==> src/rtl/row_feeder.sv <==
// Row feeder: buffers one tracer result per screen row and drives the active
// wall/side/size/texu plus a stepped texture v coordinate to the row renderer.
//
// state      | meaning
// SLOT_EMPTY | pending slot free, in_ready high, row_start repeats the last row
// SLOT_FULL  | pending slot holds a result waiting for the next row_start

module row_feeder #(
  parameter int H_VIEW = 640,
  parameter int STEP_W = 16
) (
  input  logic              clk,
  input  logic              reset_n,
  input  logic              in_valid,
  output logic              in_ready,
  input  logic [1:0]        in_wall,
  input  logic              in_side,
  input  logic [10:0]       in_size,
  input  logic [5:0]        in_texu,
  input  logic [STEP_W-1:0] in_vstart,
  input  logic [STEP_W-1:0] in_vstep,
  input  logic              row_start,
  input  logic [9:0]        hpos,
  output logic [1:0]        wall,
  output logic              side,
  output logic [10:0]       size,
  output logic [5:0]        texu,
  output logic [5:0]        texv,
  output logic              row_valid,
  output logic              underrun,
  output logic [7:0]        underrun_cnt
);

  localparam logic [11:0] HALF = 12'(H_VIEW / 2);

  typedef enum logic {
    SLOT_EMPTY = 1'b0,
    SLOT_FULL  = 1'b1
  } slot_t;

  slot_t slot_q, slot_d;

  logic              accept;
  logic              promote;
  logic              repeat_row;
  logic              in_span;

  logic [1:0]        p_wall;
  logic              p_side;
  logic [10:0]       p_size;
  logic [5:0]        p_texu;
  logic [STEP_W-1:0] p_vstart;
  logic [STEP_W-1:0] p_vstep;

  logic [STEP_W-1:0] a_vstart;
  logic [STEP_W-1:0] a_vstep;
  logic [STEP_W-1:0] acc;

  logic [11:0]       size_w;
  logic [11:0]       hpos_w;

  always_ff @(posedge clk or negedge reset_n) begin
    if (!reset_n) slot_q <= SLOT_EMPTY;
    else          slot_q <= slot_d;
  end

  // An empty slot can accept in the same cycle as a repeat-row row_start;
  // a full slot never accepts, so promote and accept never collide.
  always_comb begin
    slot_d     = slot_q;
    accept     = 1'b0;
    promote    = 1'b0;
    repeat_row = 1'b0;
    case (slot_q)
      SLOT_EMPTY: begin
        if (row_start) repeat_row = 1'b1;
        if (in_valid) begin
          accept = 1'b1;
          slot_d = SLOT_FULL;
        end
      end
      SLOT_FULL: begin
        if (row_start) begin
          promote = 1'b1;
          slot_d  = SLOT_EMPTY;
        end
      end
      default: slot_d = SLOT_EMPTY;
    endcase
  end

  assign in_ready = (slot_q == SLOT_EMPTY);

  always_ff @(posedge clk or negedge reset_n) begin
    if (!reset_n) begin
      p_wall   <= '0;
      p_side   <= 1'b0;
      p_size   <= '0;
      p_texu   <= '0;
      p_vstart <= '0;
      p_vstep  <= '0;
    end else if (accept) begin
      p_wall   <= in_wall;
      p_side   <= in_side;
      p_size   <= in_size;
      p_texu   <= in_texu;
      p_vstart <= in_vstart;
      p_vstep  <= in_vstep;
    end
  end

  // 12-bit compare without subtraction: hpos + size >= HALF is the same as
  // HALF - size <= hpos but cannot go negative for large sizes.
  assign size_w  = {1'b0, size};
  assign hpos_w  = {2'b0, hpos};
  assign in_span = (size_w > HALF) |
                   (((hpos_w + size_w) >= HALF) & (hpos_w <= (HALF + size_w)));

  always_ff @(posedge clk or negedge reset_n) begin
    if (!reset_n) begin
      wall      <= '0;
      side      <= 1'b0;
      size      <= '0;
      texu      <= '0;
      a_vstart  <= '0;
      a_vstep   <= '0;
      row_valid <= 1'b0;
    end else if (promote) begin
      wall      <= p_wall;
      side      <= p_side;
      size      <= p_size;
      texu      <= p_texu;
      a_vstart  <= p_vstart;
      a_vstep   <= p_vstep;
      row_valid <= 1'b1;
    end
  end

  always_ff @(posedge clk or negedge reset_n) begin
    if (!reset_n) begin
      acc <= '0;
    end else if (promote) begin
      acc <= p_vstart;
    end else if (repeat_row) begin
      acc <= a_vstart;
    end else if (in_span && row_valid) begin
      acc <= acc + a_vstep;
    end
  end

  assign texv = acc[STEP_W-1 -: 6];

  always_ff @(posedge clk or negedge reset_n) begin
    if (!reset_n) begin
      underrun     <= 1'b0;
      underrun_cnt <= '0;
    end else begin
      underrun <= repeat_row;
      if (repeat_row && (underrun_cnt != 8'hFF)) underrun_cnt <= underrun_cnt + 8'd1;
    end
  end

endmodule
==> config.mk <==
export PLATFORM = sky130hd
export DESIGN_NAME = row_feeder
export DESIGN_NICKNAME = d
export VERILOG_FILES = /design/src/rtl/row_feeder.sv
export SDC_FILE = /design/constraint.sdc
export NUM_CORES = 1
export LEC_CHECK = 0
export ABC_AREA = 1
export CELL_PAD_IN_SITES_DETAIL_PLACEMENT = 1
export CELL_PAD_IN_SITES_GLOBAL_PLACEMENT = 1
export CORE_MARGIN = 5
export CORE_UTILIZATION = 44
export DETAILED_ROUTE_END_ITERATION = 12
export PLACE_DENSITY_LB_ADDON = 0.2
export SKIP_CTS_REPAIR_TIMING = 1
export SLEW_MARGIN = 20
export SYNTH_ARGS = -nofsm -noshare
export SYNTH_HDL_FRONTEND = slang
export SYNTH_SLANG_ARGS = --single-unit
==> constraint.sdc <==
create_clock -name clk -period 6.53 [get_ports clk]
set_input_delay 0.653 -clock clk [delete_from_list [all_inputs] [get_ports clk]]
set_output_delay 0.653 -clock clk [all_outputs]
set_load 0.01 [all_outputs]
==> results.sh <==
export IMPL_final_setup_skew_ns=0.01182
export IMPL_tightest_slew_ns=0.9275
export IMPL_slew_limit_headroom_pct=38.17
export IMPL_reg2reg_depth=14
export IMPL_grt_util_met2_pct=36.59
export IMPL_wl_um=18360
export IMPL_grt_pass1_vias=6245
export IMPL_path_class="in -> reg"
export IMPL_syn_nets=919
export IMPL_start_util_pct=44.84
export IMPL_start_kind="primary input"
export IMPL_layout_common_cells="182 x nand2_1, 131 x dfrtp_1, 104 x inv_1"
export IMPL_crit_path_end_kind="flop"
export IMPL_power_leakage_nw=4.239
export IMPL_layout_cells_most_common="nand2_1"
export IMPL_grt_antenna_before_repair=0
export IMPL_die_h_um=134.2
export IMPL_grt_pass1_wl_um=31140
export IMPL_yosysWarnings=0
export IMPL_rsz0062_at_grt="no"
export IMPL_dp_hpwl_um=13000
export IMPL_min_path_type="in -> async"
export IMPL_synthTopCellsByArea="dfrtp_1 48%, nand2_1 10%, ha_1 6.8%"
export IMPL_synth_area_um2=6792
export IMPL_numCtsBuffers=17
export IMPL_synth_top_area_share_pct=48.27
export IMPL_crit_path_end="underrun_cnt[7]"
export IMPL_fp_row_count=45
export IMPL_drt_pass1_iterations=5
export IMPL_clk_path_buf_depth=2
export IMPL_r2r_start="size[7]"
export IMPL_grt_use_total_pct=21.34
export IMPL_setup_violations=0
export IMPL_ys_seq_area_share_pct=48.27
export IMPL_cp_startpoint="row_start"
export IMPL_worstPathRequired_ns=6.87
export IMPL_ys_types=35
export IMPL_ys_ff_latch=131
export IMPL_die_w_um=134.2
export IMPL_arrival_ns=3.11
export IMPL_synthCells=814
export IMPL_grt_busiest_layer="met2"
export IMPL_grt_max_degree=94
export IMPL_gp_congestion=0.8304
export IMPL_syn2layout_area_growth_pct=25.98
export IMPL_regToRegSetupSlack_ns=4.00
export IMPL_clock_sinks=131
export IMPL_period_needed_ns=2.769
export IMPL_synth_area_leader_cell="dfrtp_1"
export IMPL_crit_fanout=15
export IMPL_diodes=0
export IMPL_ioPinCount=103
export IMPL_p_per_area_nw_per_um2=439.2
export IMPL_maxCapViolCount=0
export IMPL_fmax_mhz=361.2
export IMPL_finalHoldViolCount=0
export IMPL_root_buffer="clkbuf_16"
export IMPL_drt_iter0_markers=250
export IMPL_ant_nets=0
export IMPL_fin_nets=1010
export IMPL_syn_area_per_cell_um2=8.343
export IMPL_vdd_drop_max_mv=0.2352
export IMPL_drt_wirelength_per_cell_um=16.60
export IMPL_h_tree_depth=4
export IMPL_min_period_over_period_pct=42.40
export IMPL_drcViolationCount=0
export IMPL_dieArea_um2=18020
export IMPL_via_count=5752
export IMPL_whs_ns=0.1903
export IMPL_core_area_um2=15150
export IMPL_overflow=0
export IMPL_cts_clk_slew_worst_paths_ns=0.06
export IMPL_grt_use_met1_pct=27.35
export IMPL_cts_tree="built"
export IMPL_drv_slew=0
export IMPL_r2r_end="acc[11]"
export IMPL_met3_usage_pct=3.826
export IMPL_drive_gt1_share_pct=6.645
export IMPL_portBuffers=102
export IMPL_fin_setup_tns_ns=0
export IMPL_finalPower_mw=3.758
export IMPL_status="finished clean"
export IMPL_insertion_delay_ns=0.42
export IMPL_routed_via_density=5.201
==> per-layer routing <==
layer | share of wire (%) | routed length, um
met5 | 0 | 0
met4 | 1.7 | 309
met3 | 3.7 | 675
met2 | 50 | 9111
met1 | 45 | 8259
==> report_power, final <==
| group | total (mW) | internal (mW) | switching [mW] |
|---|---|---|---|
| Sequential | 1.25 | 1.06 | 0.189 |
| Clock | 1.01 | 0.644 | 0.366 |
| Combinational | 1.50 | 0.624 | 0.877 |
==> Yosys cell counts (all sizes together) <==
| cell | instances |
|---|---|
| dfrtp | 131 |
| o21ai | 65 |
| nand2 | 188 |
| nand3 | 45 |
| or2 | 2 |
| nor4 | 2 |
| a21oi | 67 |
| xor2 | 12 |
| nor3 | 8 |
| nor2 | 71 |
| nand3b | 1 |
| a21o | 1 |
| fa | 2 |
| o211ai | 5 |
| inv | 106 |
| nand4 | 4 |
| o21bai | 6 |
| a21boi | 1 |
| clkbuf | 24 |
| a41oi | 1 |
| ha | 37 |
| o221ai | 5 |
| mux2 | 12 |
| a211oi | 2 |
| buf | 10 |
| a32oi | 1 |
| xnor2 | 5 |
==> flip-flops by register name, indices dropped and copies added (netlist names) <==
signal	cells
p_wall	2
p_texu	6
underrun_cnt	8
p_side	1
row_valid	1
slot_q	1
side	1
a_vstep	16
p_vstart	16
underrun	1
p_size	11
texu	6
p_vstep	16
a_vstart	16
acc	16
wall	2
size	11
==> stage by stage <==
| stage | setup WS (ns) | utilization, % | instances | instance area (um^2) |
|---|---|---|---|---|
| CTS | 3.725 | 56.49 | 1106 | 8556 |
| finish | 3.761 | 56.49 | 1106 | 8556 |
| global route | 3.490 | 56.49 | 1106 | 8556 |
| floorplan | 4.158 | - | 814 | 6792 |
| detailed placement | 3.279 | 52.34 | 1074 | 7928 |
| global placement | 3.465 | 52.34 | 1074 | 7928 |
==> critical path: stages <==
cell and delay (ns):
clkdlybuf4s50_1 0.77, inv_1 0.14, nor2_2 0.53, nand2_1 0.26
nor2_1 0.21, nand3_1 0.14, nor3_1 0.23, xor2_1 0.17
==> worst min path at each step <==
stage / start / end / slack, ns / depth (start not counted)
floorplan: reset_n / a_vstart[0] / 0.36 / 0
global placement: p_wall[0] / wall[0] / 0.45 / 2
detailed placement: p_size[9] / size[9] / 0.47 / 2
CTS: reset_n / size[5] / 0.21 / 1
global route: reset_n / size[5] / 0.23 / 1
finish: reset_n / size[5] / 0.19 / 1
==> cells by family (layout without fill, tap and decap cells) <==
family,Yosys count,in the layout,synth area share (%)
adders and majority gates,39,39,7.406
xor gates and xnor gates,17,17,2.192
DFF,131,131,48.27
and+or+nand+nor,321,321,19.40
muxes,12,12,1.990
AOI/OAI and AO/OA,154,154,12.51
buffers and inverters,140,244,8.235
==> final cells by class <==
type	instances	area (um^2)
clock buffers	22	484.2
fillers	1778	6590
inverters	106	397.9
flip-flops and latches	131	3278
well taps	188	235.2
multi-input cells	543	2964
repair buffers	106	1052
clock inverters	10	143.9
Power figures use the tool's default switching activity.
